==> config.mk <==
export PLATFORM = sky130hd
export DESIGN_NAME = mpu_sample_cal
export DESIGN_NICKNAME = d
export VERILOG_FILES = /design/src/rtl/mpu_pkg.sv /design/src/rtl/mpu_gyro_bias.sv /design/src/rtl/mpu_sample_cal.sv
export SDC_FILE = /design/constraint.sdc
export NUM_CORES = 1
export LEC_CHECK = 0
export CORE_AREA = 3 3 242 244
export DETAILED_ROUTE_END_ITERATION = 12
export DIE_AREA = 0 0 245 247
export PLACE_DENSITY_LB_ADDON = 0.15
export SLEW_MARGIN = 10
export SYNTH_ARGS = -nofsm -noshare
export SYNTH_HDL_FRONTEND = slang
export SYNTH_SLANG_ARGS = --single-unit
==> constraint.sdc <==
create_clock -name clk -period 3.4 [get_ports clk]
set_input_delay 0.68 -clock clk [delete_from_list [all_inputs] [get_ports clk]]
set_output_delay 0.68 -clock clk [all_outputs]
set_load 0.005 [all_outputs]
==> src/rtl/mpu_pkg.sv <==
// -----------------------------------------------------------------------------
// mpu_pkg
// Shared definitions for the MPU sample calibration block:
//   - calibration state encoding (ST_RAW / ST_CAL / ST_RUN)
//   - word indices inside the 14-byte burst (W_AX .. W_GZ)
//   - pack and word widths
//   - get_word(): extracts big-endian word k from the burst
// -----------------------------------------------------------------------------
package mpu_pkg;

  localparam int MPU_PACK_W    = 112;
  localparam int MPU_WORD_W    = 16;
  localparam int MPU_NUM_WORDS = MPU_PACK_W / MPU_WORD_W;

  // Word order as read from register 0x3B onward.
  localparam int W_AX = 0;
  localparam int W_AY = 1;
  localparam int W_AZ = 2;
  localparam int W_T  = 3;
  localparam int W_GX = 4;
  localparam int W_GY = 5;
  localparam int W_GZ = 6;

  typedef enum logic [1:0] {
    ST_RAW = 2'd0,
    ST_CAL = 2'd1,
    ST_RUN = 2'd2
  } cal_state_e;

  typedef logic signed [MPU_WORD_W-1:0] word_t;

  // Byte 0 of the burst sits in the top byte of the pack, so word k starts
  // 16*k bits below the MSB.
  function automatic word_t get_word(input logic [MPU_PACK_W-1:0] pack, input int k);
    return pack[MPU_PACK_W-1-MPU_WORD_W*k -: MPU_WORD_W];
  endfunction

endpackage

==> src/rtl/mpu_gyro_bias.sv <==
// -----------------------------------------------------------------------------
// mpu_gyro_bias
// Averages 2^CAL_LOG2 gyro samples per axis into a signed 16-bit bias.
//   clk, rst_n        : clock, synchronous active-low reset
//   i_clear           : restart calibration (clears accumulators, counter, bias)
//   i_acc_en          : one calibration sample is present on i_gx/i_gy/i_gz
//   i_gx, i_gy, i_gz  : signed gyro sample
//   o_bias_x/y/z      : latched bias (0 until a calibration completes)
//   o_cal_last        : combinational, the sample being accumulated is the last
//   o_cal_done        : one-cycle pulse in the cycle the new bias is visible
// -----------------------------------------------------------------------------
module mpu_gyro_bias
  import mpu_pkg::*;
#(
  parameter int CAL_LOG2 = 6
) (
  input  logic  clk,
  input  logic  rst_n,
  input  logic  i_clear,
  input  logic  i_acc_en,
  input  word_t i_gx,
  input  word_t i_gy,
  input  word_t i_gz,
  output word_t o_bias_x,
  output word_t o_bias_y,
  output word_t o_bias_z,
  output logic  o_cal_last,
  output logic  o_cal_done
);

  // Sum of 2^CAL_LOG2 16-bit samples always fits in 16+CAL_LOG2 signed bits.
  localparam int ACC_W = MPU_WORD_W + CAL_LOG2;
  localparam int CNT_W = CAL_LOG2 + 1;
  localparam logic [CNT_W-1:0] CNT_LAST = CNT_W'((1 << CAL_LOG2) - 1);

  logic signed [ACC_W-1:0] r_acc [3];
  logic signed [ACC_W-1:0] w_sum [3];
  word_t                   w_in  [3];
  word_t                   r_bias[3];
  logic        [CNT_W-1:0] r_cnt;
  logic                    r_cal_done;
  logic                    w_last;

  assign w_in[0] = i_gx;
  assign w_in[1] = i_gy;
  assign w_in[2] = i_gz;

  // Sign-extending cast of the signed sample into the accumulator width.
  for (genvar a = 0; a < 3; a++) begin : g_sum
    assign w_sum[a] = r_acc[a] + ACC_W'(w_in[a]);
  end

  // The bias is taken from the running sum including the final sample, so
  // it is ready in the same cycle the counter would reach 2^CAL_LOG2.
  assign w_last = i_acc_en && (r_cnt == CNT_LAST);

  always_ff @(posedge clk) begin
    if (!rst_n) begin
      r_cnt      <= '0;
      r_cal_done <= 1'b0;
      for (int a = 0; a < 3; a++) begin
        r_acc[a]  <= '0;
        r_bias[a] <= '0;
      end
    end else begin
      r_cal_done <= 1'b0;
      if (i_clear) begin
        r_cnt <= '0;
        for (int a = 0; a < 3; a++) begin
          r_acc[a]  <= '0;
          r_bias[a] <= '0;
        end
      end else if (i_acc_en) begin
        r_cnt <= r_cnt + 1'b1;
        for (int a = 0; a < 3; a++) begin
          r_acc[a] <= w_sum[a];
        end
        if (w_last) begin
          r_cal_done <= 1'b1;
          // Arithmetic shift gives floor rounding for negative sums.
          for (int a = 0; a < 3; a++) begin
            r_bias[a] <= word_t'(w_sum[a] >>> CAL_LOG2);
          end
        end
      end
    end
  end

  assign o_bias_x   = r_bias[0];
  assign o_bias_y   = r_bias[1];
  assign o_bias_z   = r_bias[2];
  assign o_cal_last = w_last;
  assign o_cal_done = r_cal_done;

endmodule

==> src/rtl/mpu_sample_cal.sv <==
// -----------------------------------------------------------------------------
// mpu_sample_cal
// Splits each 14-byte MPU burst into seven signed words, calibrates a gyro
// bias on request and removes it from later gyro samples.
//   clk, rst_n            : 50 MHz clock, synchronous active-low reset
//   mpu_read_done         : one-cycle pulse, mpu_data_pack valid
//   mpu_data_pack         : burst from register 0x3B, byte 0 in [111:104]
//   cal_start             : one-cycle pulse, (re)starts bias calibration
//   acc_x/y/z, temp_raw   : raw signed accel / temperature
//   gyro_x/y/z            : bias-corrected signed gyro
//   imu_valid             : one-cycle strobe, all seven outputs updated
//   cal_busy              : high while accumulating calibration samples
//   cal_done              : one-cycle pulse when the bias is latched
// Pipeline: stage 1 registers and splits the pack, stage 2 subtracts the bias
// and registers the outputs (2 cycles from mpu_read_done to imu_valid).
// Build option MPU_GYRO_SAT_EN: saturate the corrected gyro instead of
// wrapping it.
// -----------------------------------------------------------------------------
module mpu_sample_cal
  import mpu_pkg::*;
#(
  parameter int CAL_LOG2 = 6
) (
  input  logic                  clk,
  input  logic                  rst_n,
  input  logic                  mpu_read_done,
  input  logic [MPU_PACK_W-1:0] mpu_data_pack,
  input  logic                  cal_start,
  output word_t                 acc_x,
  output word_t                 acc_y,
  output word_t                 acc_z,
  output word_t                 temp_raw,
  output word_t                 gyro_x,
  output word_t                 gyro_y,
  output word_t                 gyro_z,
  output logic                  imu_valid,
  output logic                  cal_busy,
  output logic                  cal_done
);

  // gyro - bias in 17 bits, then reduced to 16 bits.
  function automatic word_t gyro_correct(input word_t g, input word_t b);
`ifdef MPU_GYRO_SAT_EN
    logic signed [MPU_WORD_W:0] d;
    d = {g[MPU_WORD_W-1], g} - {b[MPU_WORD_W-1], b};
    // Top two bits disagree only when the result left the 16-bit range.
    if (d[MPU_WORD_W] != d[MPU_WORD_W-1]) begin
      return d[MPU_WORD_W] ? 16'h8000 : 16'h7FFF;
    end
    return d[MPU_WORD_W-1:0];
`else
    // The low 16 bits of the 17-bit difference equal the 16-bit wrap.
    return g - b;
`endif
  endfunction

  cal_state_e r_state;
  logic       r_cal_busy;

  logic       r_s1_valid;
  word_t      r_s1_word [MPU_NUM_WORDS];

  logic       r_imu_valid;
  word_t      r_acc_x, r_acc_y, r_acc_z, r_temp;
  word_t      r_gyro_x, r_gyro_y, r_gyro_z;

  word_t      w_bias_x, w_bias_y, w_bias_z;
  logic       w_cal_last;
  logic       w_acc_en;
  logic       w_out_en;

  // ---------------------------------------------------------------------------
  // Stage 1: register and split. A sample arriving with cal_start is dropped.
  // ---------------------------------------------------------------------------
  // NOTE: sequential state is written with <= only, so every always_ff reads
  // the values from before the clock edge regardless of statement order.
  always_ff @(posedge clk) begin
    if (!rst_n) begin
      r_s1_valid <= 1'b0;
    end else begin
      r_s1_valid <= mpu_read_done && !cal_start;
    end
  end

  // NOTE: the word registers carry no reset; r_s1_valid alone decides whether
  // they are consumed, so reset only needs to clear the valid bit.
  always_ff @(posedge clk) begin
    if (mpu_read_done) begin
      for (int k = 0; k < MPU_NUM_WORDS; k++) begin
        r_s1_word[k] <= get_word(mpu_data_pack, k);
      end
    end
  end

  // A stage-1 sample either feeds calibration or goes to the outputs.
  assign w_acc_en = r_s1_valid && (r_state == ST_CAL) && !cal_start;
  assign w_out_en = r_s1_valid && (r_state != ST_CAL);

  // ---------------------------------------------------------------------------
  // Bias calibration
  // ---------------------------------------------------------------------------
  mpu_gyro_bias #(
    .CAL_LOG2 (CAL_LOG2)
  ) u_gyro_bias (
    .clk        (clk),
    .rst_n      (rst_n),
    .i_clear    (cal_start),
    .i_acc_en   (w_acc_en),
    .i_gx       (r_s1_word[W_GX]),
    .i_gy       (r_s1_word[W_GY]),
    .i_gz       (r_s1_word[W_GZ]),
    .o_bias_x   (w_bias_x),
    .o_bias_y   (w_bias_y),
    .o_bias_z   (w_bias_z),
    .o_cal_last (w_cal_last),
    .o_cal_done (cal_done)
  );

  // ---------------------------------------------------------------------------
  // FSM: RAW after reset, CAL while accumulating, RUN once a bias exists.
  // Leaving CAL on the last accumulated sample lines RUN up with cal_done.
  // ---------------------------------------------------------------------------
  always_ff @(posedge clk) begin
    if (!rst_n) begin
      r_state    <= ST_RAW;
      r_cal_busy <= 1'b0;
    end else if (cal_start) begin
      r_state    <= ST_CAL;
      r_cal_busy <= 1'b1;
    end else if (r_state == ST_CAL && w_cal_last) begin
      r_state    <= ST_RUN;
      r_cal_busy <= 1'b0;
    end
  end

  // ---------------------------------------------------------------------------
  // Stage 2: subtract bias, register outputs; outputs hold between strobes.
  // ---------------------------------------------------------------------------
  always_ff @(posedge clk) begin
    if (!rst_n) begin
      r_imu_valid <= 1'b0;
      r_acc_x     <= '0;
      r_acc_y     <= '0;
      r_acc_z     <= '0;
      r_temp      <= '0;
      r_gyro_x    <= '0;
      r_gyro_y    <= '0;
      r_gyro_z    <= '0;
    end else begin
      r_imu_valid <= w_out_en;
      if (w_out_en) begin
        r_acc_x  <= r_s1_word[W_AX];
        r_acc_y  <= r_s1_word[W_AY];
        r_acc_z  <= r_s1_word[W_AZ];
        r_temp   <= r_s1_word[W_T];
        r_gyro_x <= gyro_correct(r_s1_word[W_GX], w_bias_x);
        r_gyro_y <= gyro_correct(r_s1_word[W_GY], w_bias_y);
        r_gyro_z <= gyro_correct(r_s1_word[W_GZ], w_bias_z);
      end
    end
  end

  assign acc_x     = r_acc_x;
  assign acc_y     = r_acc_y;
  assign acc_z     = r_acc_z;
  assign temp_raw  = r_temp;
  assign gyro_x    = r_gyro_x;
  assign gyro_y    = r_gyro_y;
  assign gyro_z    = r_gyro_z;
  assign imu_valid = r_imu_valid;
  assign cal_busy  = r_cal_busy;

endmodule

-- Word level (Yosys, flattened, before mapping)
Memory sizes are Yosys's and may differ from the RTL's. A register that Yosys moved wholly into a read port is not among the register bits.
Cells that the tools add are included.
- memories kept: 3
- word-level logic and storage cells: 80
- bits of input ports: 116
- register bits: 61
- RAM bits: 226
- memory list (name ; words ; bits a word ; rd ports ; clocked after Yosys merged registers in ; wr ports ; RTL line ; text):
    r_s1_word ; 7 ; 16 ; 7 ; 4 ; 7 ; mpu_sample_cal.sv:61 ; word_t r_s1_word [MPU_NUM_WORDS];
    u_gyro_bias.r_acc ; 3 ; 22 ; 3 ; 0 ; 3 ; mpu_gyro_bias.sv:36 ; logic signed [ACC_W-1:0] r_acc [3];
    u_gyro_bias.r_bias ; 3 ; 16 ; 3 ; 0 ; 3 ; mpu_gyro_bias.sv:39 ; word_t r_bias[3];
- eq/ne operators: 3
- add/subtract/negate cells: 7
- bitwise operators: 13
- reductions and logical operators: 13
- mux-type cells: 31
- operators by type and width (operator ; number):
    $mux W22 ; 6
    $mux W16 ; 6
    $add A22 B16 Y22 ; 3
    $sub A16 B16 Y16 ; 3
    $mux W1 ; 19
    $or A1 B1 Y1 ; 12
    $add A7 B1 Y7 const B ; 1
    $eq A7 B6 Y1 const B ; 1
    $logic_and A1 B1 Y1 ; 6
    $logic_not A1 Y1 ; 5
    $eq A2 B1 Y1 const B ; 1
    $ne A2 B1 Y1 const B ; 1
    $reduce_bool A2 Y1 ; 1
    $reduce_or A2 Y1 ; 1
    $not A1 Y1 ; 1

-- Longest topological paths before layout
- word-level depth: 10
- gate-level depth with buffers: 10
- mapped depth without buffers: 10

-- Hierarchy
A second synthesis with hierarchy kept.
- cell total of the unflattened synthesis: 1626
- area total of the unflattened synthesis: 16861.2 sq um
- by module, submodules not included (module ; seq. area each (sq um) ; cells each ; area an instance (sq um) ; instances):
    mpu_sample_cal ; 5685.5 ; 940 ; 9705.6 ; 1
    mpu_gyro_bias ; 3583.4 ; 686 ; 7155.6 ; 1

-- Worst setup path before layout
OpenSTA, ideal clock, no wires.
- kind: input to register
- start point: input port rst_n
- end point: memory u_gyro_bias.r_acc[0][0] in the netlist's numbering, enable pin
- buffers on the path: 1
- path slack: 403 ps
- cell stages on the path: 4
- arrival time: 2294 ps
- cells stage by stage: clkbuf_1 inv_2 nor2_1 nand2_1
- RTL lines (item ; RTL line ; text):
    from (decl) ; mpu_sample_cal.sv:25 ; input logic rst_n,
    to (decl) ; mpu_gyro_bias.sv:36 ;

==> impl_metrics.py <==
metrics = {
    "cts": {
        "clock_path_buffers": 3,
        "cts_tree": "yes",
        "cts-buffers-inserted": 43,
        "cts_root_buffer": "clkbuf_16",
        "clkTransAtPathRegs_ns": 0.06,
        "cts_resized": 0,
        "post_cts_buffers": 0,
        "htreeDepth": 2,
        "hold_buffers": 0,
        "cts.sinks": 350,
        "clk_latency_ns": 0.59,
    },
    "timing": {
        "min_period_ns": 2.81,
        "setup_tns_ns": 0,
        "max_slew_margin_pct": 35.2,
        "hold_viol": 0,
        "drv_slew": 0,
        "timing.fmax_mhz": 355,
        "setup_viol": 0,
        "clock_skew_ns": 0.0287,
        "grt_setup_unrepaired": "false",
        "fin_crit_sh_pct": 82.8,
        "tightestPinTransition_ns": 0.972,
    },
    "critical_path": {
        "crit_fanout": 5,
        "crit_start": "r_s1_word[6][0]",
        "worstPathArrival_ns": 3.11,
        "crit_slowest_cell": "a211oi_1",
        "critical-path-max-stage-delay_ns": 0.38,
        "r2r_slack_ns": 0.59,
        "r2r_start": "r_s1_word[6][0]",
        "worstPathCellList": "ha_1 > inv_1 > fa_1 > nor2b_1 > o21ai_0 > a21oi_1 > o211ai_1 > a211oi_1 > o21a_1 > nor3_1",
        "worst-setup-path-type": "flip-flop to flip-flop",
        "reg2reg_depth": 10,
        "start_kind": "flip-flop",
        "required_ns": 3.70,
        "cp-end-kind": "flip-flop",
        "r2r-end": "u_gyro_bias.r_acc[0][62]",
    },
    "detailed_routing": {
        "vias": 12951,
        "drcViolationCount": 0,
        "ant_nets": 0,
        "wl_per_cell_um": 18.0,
        "drt_iter0_drc": 663,
        "drtPass1Iterations": 5,
        "totalWireLength_mm": 47.8,
        "drt-vias-per-instance": 4.88,
    },
    "grt": {
        "grt_max_degree": 81,
        "overflow": 0,
        "grt_use_total_pct": 15.5,
        "grt_pass1_wl_mm": 73.6,
        "grt_pass1_vias": 12812,
        "antenna_found_initial": 2,
    },
    "synthesis": {
        "avgSynthCellArea_um2": 10.4,
        "ys.warnings.count": 0,
        "synth_edf_count": 226,
        "synth_top_family_by_area": "simple AND/OR/NAND/NOR gates",
        "syn_nets": 1861,
        "synthMuxAreaShare_pct": 0.177,
        "synth_ff_type": "edfxtp_1",
        "ys_seq_area_share_pct": 54.6,
        "synthSimpleGateAreaFrac_pct": 15.0,
        "synthXorXnorAreaFrac_pct": 3.97,
        "synthDistinctLibCells": 76,
        "synth_cells": 1630,
        "synth_area_mm2": 0.0170,
        "async_reset_ff_share_pct": 0,
        "synth-compound-area-share_pct": 14.4,
        "synth_seq_cells": 350,
        "synth_fa_ha_area_share_pct": 8.74,
    },
    "pwr": {
        "leakagePower_nw": 8.18,
        "p_sw_w": 0.00293,
        "power_density_mw_per_mm2": 517,
        "p_seq_share_pct": 43.7,
        "peakVddDrop_v": 0.000367,
        "power_frac_comb_pct": 15.0,
        "power.share.switching_pct": 26.2,
        "p_int_w": 0.00825,
        "clock_power_share_pct": 41.4,
    },
    "finish": {
        "nets": 2094,
        "diodes": 0,
        "layout-drive-gt1-share_pct": 5.58,
        "multiInputGateArea_mm2": 0.00721,
        "fill_cells": 5557,
        "final_core_util_pct": 38.3,
        "fin_cells": 2654,
        "register_area_mm2": 0.00927,
        "area_growth_pct": 27.6,
    },
    "die": {
        "core_mm2": 0.0565,
        "die_h_um": 247,
        "die_area_mm2": 0.0605,
        "ios": 231,
        "rows": 87,
        "dieWidth_um": 245,
        "initial_core_util_pct": 30.0,
    },
    "placed_design": {
        "place_inst": 2574,
        "gp_congestion": 0.896,
        "io_buffer_count": 230,
        "dp_hpwl_mm": 34.0,
    },
    "worst_hold_path": {
        "min_from": "gyro_y[5]",
        "whs_path_depth": 2,
        "hp-class": "flip-flop to flip-flop",
        "hold_path_end": "gyro_y[5]",
    },
    "status": {
        "status": "finished clean",
    },
    "run": {
        "drv_cap": 0,
    },
}
-- layout by cell type (no fill, tap or decap), types with 7 or more instances in the layout --
master | synthesis | final
clkbuf_1 | 54 | 14
and3_1 | 17 | 17
nand4_1 | 19 | 19
nand2b_1 | 22 | 22
clkbuf_16 | 0 | 45
buf_12 | 0 | 7
o21ai_0 | 66 | 66
edfxtp_1 | 226 | 226
or3_1 | 7 | 7
o31ai_1 | 7 | 7
ha_1 | 109 | 109
a21oi_1 | 153 | 153
nor3_1 | 43 | 43
xnor2_1 | 43 | 43
a211oi_1 | 25 | 25
a21o_1 | 38 | 38
buf_4 | 0 | 12
clkbuf_8 | 0 | 7
dfxtp_1 | 124 | 124
nor2_1 | 157 | 157
nand2_1 | 205 | 200
xor2_1 | 34 | 34
o21a_1 | 21 | 21
inv_1 | 73 | 73
clkinv_2 | 0 | 8
a31oi_1 | 11 | 11
clkdlybuf4s50_1 | 0 | 228
nand3_1 | 44 | 44
o211ai_1 | 8 | 8
nor2b_1 | 15 | 15
and2_1 | 8 | 7
-- layout make-up --
type                    instances  share of cell area (%)
clock buffers                  66                    5.89
clock inverters                14                   0.751
inverters                      74                    1.29
multi-input cells            1146                    33.3
flip-flops and latches        350                    42.8
well taps                     756                    4.37
repair buffers                248                    11.6
-- metrics by stage --
step	instance area, um2	worst slack (ns)	total power (W)	hold WS (ns)
after global placement	20200	0.501	0.00665	0.440
after floorplan	17000	0.403	0.00600	0.448
after global routing	21700	0.277	0.0117	0.467
after CTS	21700	0.640	0.0114	0.453
final	21700	0.585	0.0112	0.451
after detailed placement	20200	0.411	0.00666	0.446
-- synthesized netlist by cell type, types with 4 or more instances --
cell / number / area [um2]
a21oi_1: 153 / 766
dfxtp_1: 124 / 2480
nand3_1: 44 / 220
a211oi_1: 25 / 188
edfxtp_1: 226 / 6790
nand2_1: 205 / 769
nor3b_1: 4 / 30.0
o31ai_1: 7 / 52.6
xor2_1: 34 / 298
inv_1: 73 / 274
or3_1: 7 / 43.8
o21ai_0: 66 / 330
and3_1: 17 / 106
o21a_1: 21 / 158
ha_1: 109 / 1360
o22ai_1: 4 / 25.0
a21o_1: 38 / 285
nand2b_1: 22 / 138
nor3_1: 43 / 215
o21bai_1: 5 / 37.5
a31oi_1: 11 / 68.8
and2_1: 8 / 50.1
o211ai_1: 8 / 60.1
a41oi_1: 5 / 43.8
clkbuf_1: 54 / 203
xnor2_1: 43 / 377
a21boi_0: 6 / 45.0
nor2_1: 157 / 589
fa_1: 6 / 120
nand4b_1: 4 / 35.0
nand4_1: 19 / 119
nor2b_1: 15 / 93.8
-- routing by layer --
metal	wire length, um	track usage (%)	up-vias
met3	2980	3.95	70
met2	21300	24.7	342
met4	933	3.92	4
li1	-	-	6343
met1	22600	20.9	6192
met5	31	0	-
-- power by group through the flow --
| stage | Sequential (W) | Combinational (W) | Clock [W] |
|---|---|---|---|
| 2_1_floorplan | 0.00494 | 0.00106 | 0 |
| 3_3_place_gp | 0.00498 | 0.00167 | 0 |
| 3_5_place_dp | 0.00498 | 0.00167 | 0 |
| 4_1_cts | 0.00489 | 0.00169 | 0.00480 |
| 5_1_grt | 0.00491 | 0.00186 | 0.00496 |
| 6_report | 0.00489 | 0.00167 | 0.00463 |
-- kinds of logic (layout without fill, tap and decap cells) --
group | Yosys count | after routing
and+or+nand+nor | 561 | 561
adders and majority gates | 115 | 115
muxes | 3 | 3
AOI/OAI and AO/OA | 390 | 390
DFF | 350 | 350
buffers and inverters | 134 | 402
xor gates and xnor gates | 77 | 77
-- flip-flops by register name, summed over array words and instances, names as in the netlist --
name                    cells
u_gyro_bias.r_cnt           7
r_state                     2
gyro_z                     16
acc_y                      16
u_gyro_bias.r_bias         48
r_s1_valid                  1
r_s1_word                 112
acc_x                      16
temp_raw                   16
u_gyro_bias.o_cal_done      1
u_gyro_bias.r_acc          66
imu_valid                   1
gyro_x                     16
acc_z                      16
gyro_y                     16
-- how the worst max path moves through the flow --
stage | endpoint | slack, ns | depth (start not counted)
after global routing | u_gyro_bias.r_acc[0][62] | 0.28 | 10
after detailed placement | u_gyro_bias.r_bias[0][30] | 0.41 | 7
after global placement | u_gyro_bias.r_bias[0][34] | 0.50 | 7
after floorplan | u_gyro_bias.r_acc[0][0] | 0.40 | 4
final | u_gyro_bias.r_acc[0][62] | 0.59 | 10
after CTS | u_gyro_bias.r_acc[0][62] | 0.64 | 10
-- worst max-delay path, delay by kind of cell (launching register included) --
kind | cells | cell delay, ns
adders and majority gates | 2 | 0.58
AOI/OAI and AO/OA | 5 | 1.30
DFF | 1 | 0.36
buffers and inverters | 1 | 0.07
and+or+nand+nor | 2 | 0.22
(Power assumes the default switching activity.)
